$ cat config.mk
export PLATFORM = sky130hd
export DESIGN_NAME = consmax_opack
export DESIGN_NICKNAME = d
export VERILOG_FILES = /design/src/rtl/consmax_pkg.sv /design/src/rtl/consmax_opack_fifo.sv /design/src/rtl/consmax_opack.sv
export SDC_FILE = /design/constraint.sdc
export NUM_CORES = 1
export LEC_CHECK = 0
export ABC_AREA = 1
export CORE_ASPECT_RATIO = 0.9
export CORE_MARGIN = 1
export CORE_UTILIZATION = 59
export DETAILED_ROUTE_END_ITERATION = 12
export GPL_TIMING_DRIVEN = 0
export PLACE_DENSITY = 0.88
export SLEW_MARGIN = 20
export SYNTH_ARGS = -nofsm -noshare
export SYNTH_HDL_FRONTEND = slang
export SYNTH_HIERARCHICAL = 1
export SYNTH_SLANG_ARGS = --single-unit
$ cat constraint.sdc
create_clock -name clk -period 13.6 [get_ports clk]
set_input_delay 2.72 -clock clk [delete_from_list [all_inputs] [get_ports clk]]
set_output_delay 2.72 -clock clk [all_outputs]
set_load 0.01 [all_outputs]
$ cat src/rtl/consmax_pkg.sv
// Shared configuration and types for consmax and its output packer.
package consmax_pkg;

  localparam int ODATA_BIT  = 8;
  localparam int PACK_NUM   = 4;
  localparam int FIFO_DEPTH = 8;
  localparam int ROW_BIT    = 8;

  typedef struct packed {
    logic [ODATA_BIT*PACK_NUM-1:0] data;
    logic [PACK_NUM-1:0]           mask;
    logic                          last;
  } opack_word_t;

endpackage

$ cat src/rtl/consmax_opack_fifo.sv
// Synchronous first-word-fall-through FIFO of packed words with occupancy count.
module consmax_opack_fifo
  import consmax_pkg::*;
#(
  parameter type word_t = opack_word_t,
  parameter int  DEPTH  = FIFO_DEPTH
) (
  input  logic                     clk,
  input  logic                     rstn,
  input  logic                     push,
  input  word_t                    push_word,
  input  logic                     pop_ready,
  output word_t                    head,
  output logic                     head_valid,
  output logic [$clog2(DEPTH):0]   count,
  output logic                     full,
  output logic                     empty
);

  localparam int AW    = $clog2(DEPTH);
  localparam int CNT_W = AW + 1;

  word_t          mem [DEPTH];
  logic [AW-1:0]  wr_ptr;
  logic [AW-1:0]  rd_ptr;
  logic           pop;
  logic           do_write;

  assign empty      = (count == '0);
  assign full       = (count == CNT_W'(DEPTH));
  assign head_valid = !empty;
  assign head       = empty ? '0 : mem[rd_ptr];

  // A full FIFO still takes a push when the head leaves in the same cycle.
  assign pop      = head_valid && pop_ready;
  assign do_write = push && (!full || pop);

  // NOTE: the storage array has no reset; only pointers and count do, and an
  // empty FIFO masks the head to zero, so stale entries are never visible.
  always_ff @(posedge clk) begin
    if (do_write) mem[wr_ptr] <= push_word;
  end

  // NOTE: sequential state uses non-blocking assignments so every register
  // samples pre-edge values regardless of statement order.
  always_ff @(posedge clk or negedge rstn) begin
    if (!rstn) begin
      wr_ptr <= '0;
      rd_ptr <= '0;
      count  <= '0;
    end else begin
      if (do_write) wr_ptr <= wr_ptr + AW'(1);
      if (pop)      rd_ptr <= rd_ptr + AW'(1);
      case ({do_write, pop})
        2'b10:   count <= count + CNT_W'(1);
        2'b01:   count <= count - CNT_W'(1);
        default: count <= count;
      endcase
    end
  end

endmodule

$ cat src/rtl/consmax_opack.sv
// Packs the consmax element stream into PACK_NUM-lane words, tags row ends,
// and buffers words for a valid/ready consumer with sticky overflow detection.
module consmax_opack #(
  parameter int ODATA_BIT  = consmax_pkg::ODATA_BIT,
  parameter int PACK_NUM   = consmax_pkg::PACK_NUM,
  parameter int FIFO_DEPTH = consmax_pkg::FIFO_DEPTH,
  parameter int ROW_BIT    = consmax_pkg::ROW_BIT
) (
  input  logic                            clk,
  input  logic                            rstn,
  input  logic [ROW_BIT-1:0]              cfg_row_len,
  input  logic [ODATA_BIT-1:0]            idata,
  input  logic                            idata_valid,
  output logic [ODATA_BIT*PACK_NUM-1:0]   odata,
  output logic [PACK_NUM-1:0]             odata_mask,
  output logic                            odata_last,
  output logic                            odata_valid,
  input  logic                            odata_ready,
  output logic [$clog2(FIFO_DEPTH):0]     fifo_cnt,
  output logic                            ovf_err,
  input  logic                            err_clr
);

  localparam int LANE_W = $clog2(PACK_NUM);
  localparam int LEN_W  = ROW_BIT + 1;

  typedef struct packed {
    logic [ODATA_BIT*PACK_NUM-1:0] data;
    logic [PACK_NUM-1:0]           mask;
    logic                          last;
  } word_t;

  logic [LANE_W-1:0]              lane_ptr;
  logic [ROW_BIT-1:0]             row_cnt;
  logic [LEN_W-1:0]               row_len_q;
  logic [LEN_W-1:0]               row_len_cur;
  logic [ODATA_BIT*PACK_NUM-1:0]  data_q;
  logic [ODATA_BIT*PACK_NUM-1:0]  data_next;
  logic [PACK_NUM-1:0]            mask_q;
  logic [PACK_NUM-1:0]            mask_next;
  logic                           row_end;
  logic                           word_done;
  word_t                          push_word;
  logic                           push_valid;
  word_t                          head;
  logic                           fifo_full;
  logic                           fifo_empty;
  logic                           drop;

  // NOTE: every always_comb output gets a default before any conditional
  // update, so no path leaves a signal unassigned and no latch is inferred.
  always_comb begin
    // A zero config encodes the full 2**ROW_BIT row length.
    row_len_cur = (row_cnt == '0) ? {cfg_row_len == '0, cfg_row_len} : row_len_q;
    row_end     = ({1'b0, row_cnt} == (row_len_cur - LEN_W'(1)));
    data_next   = data_q;
    mask_next   = mask_q;
    data_next[lane_ptr*ODATA_BIT +: ODATA_BIT] = idata;
    mask_next[lane_ptr] = 1'b1;
    word_done   = idata_valid && ((lane_ptr == LANE_W'(PACK_NUM-1)) || row_end);
  end

  always_ff @(posedge clk or negedge rstn) begin
    if (!rstn) begin
      lane_ptr   <= '0;
      row_cnt    <= '0;
      row_len_q  <= '0;
      data_q     <= '0;
      mask_q     <= '0;
      push_word  <= '0;
      push_valid <= 1'b0;
    end else begin
      push_valid <= word_done;
      if (idata_valid) begin
        if (row_cnt == '0) row_len_q <= row_len_cur;
        row_cnt <= row_end ? '0 : row_cnt + ROW_BIT'(1);
        if (word_done) begin
          lane_ptr  <= '0;
          data_q    <= '0;
          mask_q    <= '0;
          push_word <= '{data: data_next, mask: mask_next, last: row_end};
        end else begin
          lane_ptr <= lane_ptr + LANE_W'(1);
          data_q   <= data_next;
          mask_q   <= mask_next;
        end
      end
    end
  end

  consmax_opack_fifo #(
    .word_t (word_t),
    .DEPTH  (FIFO_DEPTH)
  ) u_fifo (
    .clk        (clk),
    .rstn       (rstn),
    .push       (push_valid),
    .push_word  (push_word),
    .pop_ready  (odata_ready),
    .head       (head),
    .head_valid (odata_valid),
    .count      (fifo_cnt),
    .full       (fifo_full),
    .empty      (fifo_empty)
  );

  assign odata      = head.data;
  assign odata_mask = head.mask;
  assign odata_last = head.last;

  // The FIFO itself ignores this push; here it only raises the sticky flag.
  assign drop = push_valid && fifo_full && !(odata_valid && odata_ready);

  always_ff @(posedge clk or negedge rstn) begin
    if (!rstn)        ovf_err <= 1'b0;
    else if (drop)    ovf_err <= 1'b1;
    else if (err_clr) ovf_err <= 1'b0;
  end

endmodule
* Word-level counts from Yosys, hierarchy flattened
Memories as Yosys holds them, arrays and structs flattened.
Index checks and enable logic that the tools add are counted.
** Word-level totals
- Flip-flop bits (word level) :: 104
- Bits in latches :: 0
- Memory bits (writable) :: 296
- ROM bits :: 0
- Bits of input ports :: 21
- Word-level logic and storage cells :: 64
- Memories :: 1
** Operators by class
- Add/sub/neg operators :: 8
- $mul :: 0
- Div/mod/pow operators :: 0
- $lt $le $gt $ge :: 2
- Equal/unequal tests :: 5
- Shifts and indexed selects :: 2
- Mux-type cells :: 14
- Bitwise operators :: 1
- Reductions and logical operators :: 18
** Memory list
- u_fifo.mem :: words 8, width 37, read ports 1, clocked after Yosys merged registers in 0, wr ports 1, RTL line consmax_opack_fifo.sv:23 : word_t mem [DEPTH];
** Operator list (number)
- 37-bit two-way mux :: 1
- 5-bit negation with 34-bit output :: 1
- 8-bit by 34-bit variable shift with 32-bit output, first input constant :: 1
- 8-bit by 34-bit indexed part select with 32-bit output :: 1
- 32-bit bitwise mux :: 1
- 32-bit two-way mux :: 1
- 8-bit zero test :: 2
- 8-bit by 9-bit == test with 1-bit output :: 1
- 9-bit two-way mux :: 1
- 9-bit by 1-bit subtractor with 9-bit output, second input constant :: 1
- 8-bit by 1-bit adder with 8-bit output, second input constant :: 1
- 8-bit two-way mux :: 1
- 4-bit one-hot mux with 2 select lines :: 1
- 3-bit by 1-bit adder with 3-bit output, second input constant :: 2
- 1-bit logical AND :: 6
- 1-bit two-way mux :: 5
- 4-bit by 1-bit adder with 4-bit output, second input constant :: 1
- 2-bit == test, second input constant :: 2
- 4-bit == test, second input constant :: 1
- 4-bit zero test :: 1
- 4-bit two-way mux :: 1
- 4-bit OR :: 1
- 2-bit AND reduction :: 2
- 2-bit nonzero test :: 2
- 9 further kinds :: 12

* Depth between registers and ports, before layout
Gate-level depths: netlist of the first run.
- Word-level depth :: 7
- Mapped depth :: 20
- Depth with buffers taken out :: 18

* Hierarchy
The synthesis of the first run kept the hierarchy.
** Modules (own cells, without submodules)
- consmax_opack_fifo :: times used 1, cells an instance 995, area an instance 12276.8 µm²
- consmax_opack :: times used 1, cells an instance 656, area an instance 5191.2 µm²

* Worst setup path before layout of the first run
Ideal clock, no wire load.
- Path kind :: input port to flip-flop
- Start :: input odata_ready
- End :: memory u_fifo/mem[5][0] (netlist name) (enable)
- Library setup time :: 0.524 ns
- Data arrival time :: 6.585 ns
- Slack :: 6.491 ns
- Stages :: 4
- Path buffers :: 0
- Cells stage by stage :: nand2_2 nand2_1 nand2_1 nor4_1
** On the way
- Word-level cells in the longest chain between the ends :: 5
** Ends and longest elaborated chain
- start, declared :: RTL line consmax_opack.sv:18 : input logic odata_ready,
- 1-bit logical AND :: RTL line consmax_opack_fifo.sv:35 : assign pop = head_valid && pop_ready;
- 1-bit logical OR :: RTL line consmax_opack_fifo.sv:36 : assign do_write = push && (!full || pop);
- 1-bit logical AND :: RTL line consmax_opack_fifo.sv:36
- 1-bit two-way mux :: RTL line consmax_opack_fifo.sv:41 : if (do_write) mem[wr_ptr] <= push_word;
- 1-bit two-way mux (not written as such) :: RTL line consmax_opack_fifo.sv:41
- end, declared :: RTL line consmax_opack_fifo.sv:23
No other way between the ends.

* Worst setup path in the final report of the first run
- Start :: register u_fifo.rd_ptr[0]
- End :: output odata[21]
** On the way
- Word-level cells in the longest chain between the ends :: 2
** Ends and longest elaborated chain
- start, declared :: RTL line consmax_opack_fifo.sv:25 : logic [AW-1:0] rd_ptr;
- start signal, assigned :: RTL line consmax_opack_fifo.sv:53 : if (pop) rd_ptr <= rd_ptr + AW'(1);
- memory 8 x 37 bit
- 37-bit two-way mux :: RTL line consmax_opack_fifo.sv:32 : assign head = empty ? '0 : mem[rd_ptr];
- end, declared :: RTL line consmax_opack.sv:14 : output logic [ODATA_BIT*PACK_NUM-1:0] odata,
No other way between the ends.

==> results_dict.tcl, run 1 <==
set metrics [dict create \
    status "completed" \
    cts-root-buf "clkbuf_16" \
    reg2reg_from "u_fifo/count[0]$_DFFE_PN0P_" \
    fin_ws_ps 7570 \
    power_switching_w 0.00170 \
    p_comb_share_pct 37.5 \
    end_kind "output pin" \
    rows 59 \
    finClkSkew_ps 11.9 \
    power_density_nw_per_um2 222 \
    drive_above_1_share_pct 11.1 \
    cts_buffers 40 \
    max-clock-path-buffers 3 \
    r2r_cells 9 \
    antenna_found_initial 0 \
    hold_viol 0 \
    cp-start-kind "flip-flop" \
    slew_headroom_pct 40.0 \
    fin_tns_setup_ps 0 \
    crit_path_frequent_cell "nor2_1" \
    p_seq_share_pct 38.8 \
    max_stage_delay_ps 600 \
    timing_worst_setup_path_type "flip-flop to output pin" \
    wl_per_cell_um 20.2 \
    routabilityCongestion 0.922 \
    clk_pin_slew_worst_paths_ps 60 \
    required_ps 10880 \
    first_global_vias 12800 \
    grt_pass1_wl_um 69400 \
    synthesis.area_um2 17500 \
    firstDrtPassIters 6 \
    syn_inst 1650 \
    area.sequential_um2 11500 \
    n_antenna_cell 0 \
    grt_max_degree 55 \
    die_height_um 165 \
    holdBufCountCts 0 \
    worstSkewPairLatency_ps 540 \
    p_int_w 0.00278 \
    post_cts_buffers 0 \
    ant_nets 0 \
    worst_slew_pin_slew_ps 892 \
    via_per_inst 6.04 \
    ios 64 \
    pwr-share-clk_pct 23.8 \
    hp-start "data_q[30]$_DFFE_PN0P_" \
    htree_levels 2 \
    cts_tree "done" \
    maxCapViolCount 0 \
    post-route-period-util_pct 44.3 \
    coreArea_um2 29000 \
    min_to "data_q[30]$_DFFE_PN0P_" \
    yosysWarnings 6 \
    overflow 0 \
    drv_slew 0 \
    fmax_ghz 0.166 \
    arrival_ps 3310 \
    fin_nets 1820 \
    timing.rr.end "u_fifo/mem[5][11]$_DFFE_PP_" \
    routed_wirelength_um 44800 \
    pre_cts_ws_ps 8080 \
    crit_chain "buf_6, clkbuf_1, o21ai_0, o21ai_1, nor2_1, nor2_1, clkdlybuf4s50_1" \
    cts.sinks 400 \
    nFillCells 1912 \
    grtUsageTotal_pct 30.1 \
    syn_to_final_growth_pct 15.7 \
    cts_resized 0 \
    die_width_um 183 \
    setup_viol 0 \
    multiInputGateArea_um2 5120 \
    portBuffers 63 \
    drcViolationCount 0 \
    hold_path.class "flip-flop to flip-flop" \
    drtIter0Drc 1721 \
    path_max_fanout 10 \
    peakVddDrop_uv 123 \
    synth_fp_nets 1687 \
    syn_area_per_cell_um2 10.6 \
    finalCoreUtilization_pct 69.6 \
    initial_core_util_pct 60.2 \
    rrSetupSlack_ps 10490 \
    place_hpwl_um 30300 \
    grt_setup_unrepaired "false" \
    crit_path_top_delay_cell "clkdlybuf4s50_1" \
    fin_crit_ps 6030 \
    p_leak_nw 7.70 \
    p_sw_share_pct 37.9 \
    fp.dieArea_um2 30300 \
    hold_depth 2 \
    num_vias 13400 \
]
==> flip-flops by register name (all words and copies together) (netlist names) <==
| register | count |
|---|---|
| u_fifo/mem | 296 |
| u_fifo/count | 4 |
| row_cnt | 8 |
| push_valid | 1 |
| u_fifo/rd_ptr | 3 |
| push_word | 37 |
| lane_ptr | 2 |
| mask_q | 4 |
| row_len_q | 9 |
| ovf_err | 1 |
| u_fifo/wr_ptr | 3 |
| data_q | 32 |
==> power groups by stage <==
stage / logic [W] / registers (W) / clock network [W]
3_5_place_dp: 0.00163 / 0.00175 / 0
6_report: 0.00168 / 0.00174 / 0.00106
5_1_grt: 0.00182 / 0.00175 / 0.00112
4_1_cts: 0.00165 / 0.00173 / 0.00107
2_1_floorplan: 0.000991 / 0.00168 / 0
3_3_place_gp: 0.00154 / 0.00173 / 0
==> worst max-delay path, delay by kind of cell, from the launching register on <==
kind                   cells  cell delay (ps)
AND/OR/NAND/NOR            2              340
flip-flops                 1              550
buffers and inverters      3             1300
AO/OA/AOI/OAI              2              590
==> area by class of cell <==
cell class	instances	area share, %
repair buffers	91	4.60
well taps	396	2.45
clock buffers	55	5.49
plain buffers	94	2.59
multi-input cells	1054	25.3
clock inverters	19	0.774
inverters	102	1.90
flip-flops and latches	400	56.9
==> per-layer routing <==
metal,vias to the layer above,GRT usage [%],share of wire (%),wire length [µm]
li1,5931,-,-,-
met1,6335,39.8,38,16900
met2,943,50.4,48,21500
met3,143,4.54,11,4720
met4,0,12.6,3.7,1640
met5,-,0,0,0
==> placed cells by master (no fill, tap or decap), drive strengths merged, types with 2 or more instances in the layout <==
master	instances
nand2	214
bufinv	2
clkdlybuf4s50	62
inv	101
nand4	8
buf	79
nor4	2
clkinvlp	2
o21ai	304
a21oi	6
dfrtp	104
clkinv	16
edfxtp	296
ha	15
nor3	8
nand3	111
xor2	10
o22ai	24
nand3b	3
nor2	333
o32ai	8
clkbuf	99
or2	4
==> how the worst max path moves through the flow <==
stage	depth (start not counted)	from	to
6_report	7	u_fifo/rd_ptr[0]$_DFFE_PN0N_	odata[21]
5_1_grt	7	u_fifo/rd_ptr[0]$_DFFE_PN0N_	odata[21]
4_1_cts	7	u_fifo/rd_ptr[0]$_DFFE_PN0N_	odata[21]
3_5_place_dp	8	odata_ready	u_fifo/mem[5][13]$_DFFE_PP_
3_3_place_gp	5	odata_ready	u_fifo/mem[5][14]$_DFFE_PP_
2_1_floorplan	4	odata_ready	u_fifo/mem[5][0]$_DFFE_PP_
==> stage by stage <==
step	total power, W	area [µm²]	std cells	hold WS, ps
final	0.00448	20200	2211	489
after global routing	0.00469	20200	2211	502
after CTS	0.00445	20200	2211	490
after detailed placement	0.00338	18900	2137	474
after global placement	0.00327	18600	2109	465
after floorplan	0.00267	17500	1650	450
No activity file was read; power rests on OpenSTA's default activity.
==> inputs of run 2 (changes only) <==
==> constraint.sdc (replaced) <==
create_clock -name clk -period 6.2 [get_ports clk]
set_input_delay 1.24 -clock clk [delete_from_list [all_inputs] [get_ports clk]]
set_output_delay 1.24 -clock clk [all_outputs]
set_load 0.01 [all_outputs]
==> results of run 2 <==
Same layout as run 1 (identical final DEF). Status: completed.
Among the figures that moved: setup slack after placement 8080 ps -> 2160 ps; setup slack after layout 7570 ps -> 1650 ps; register-to-register setup slack 10490 ps -> 3090 ps; total power 0.00448 W -> 0.00982 W; worst IR drop on VDD 123 µV -> 270 µV
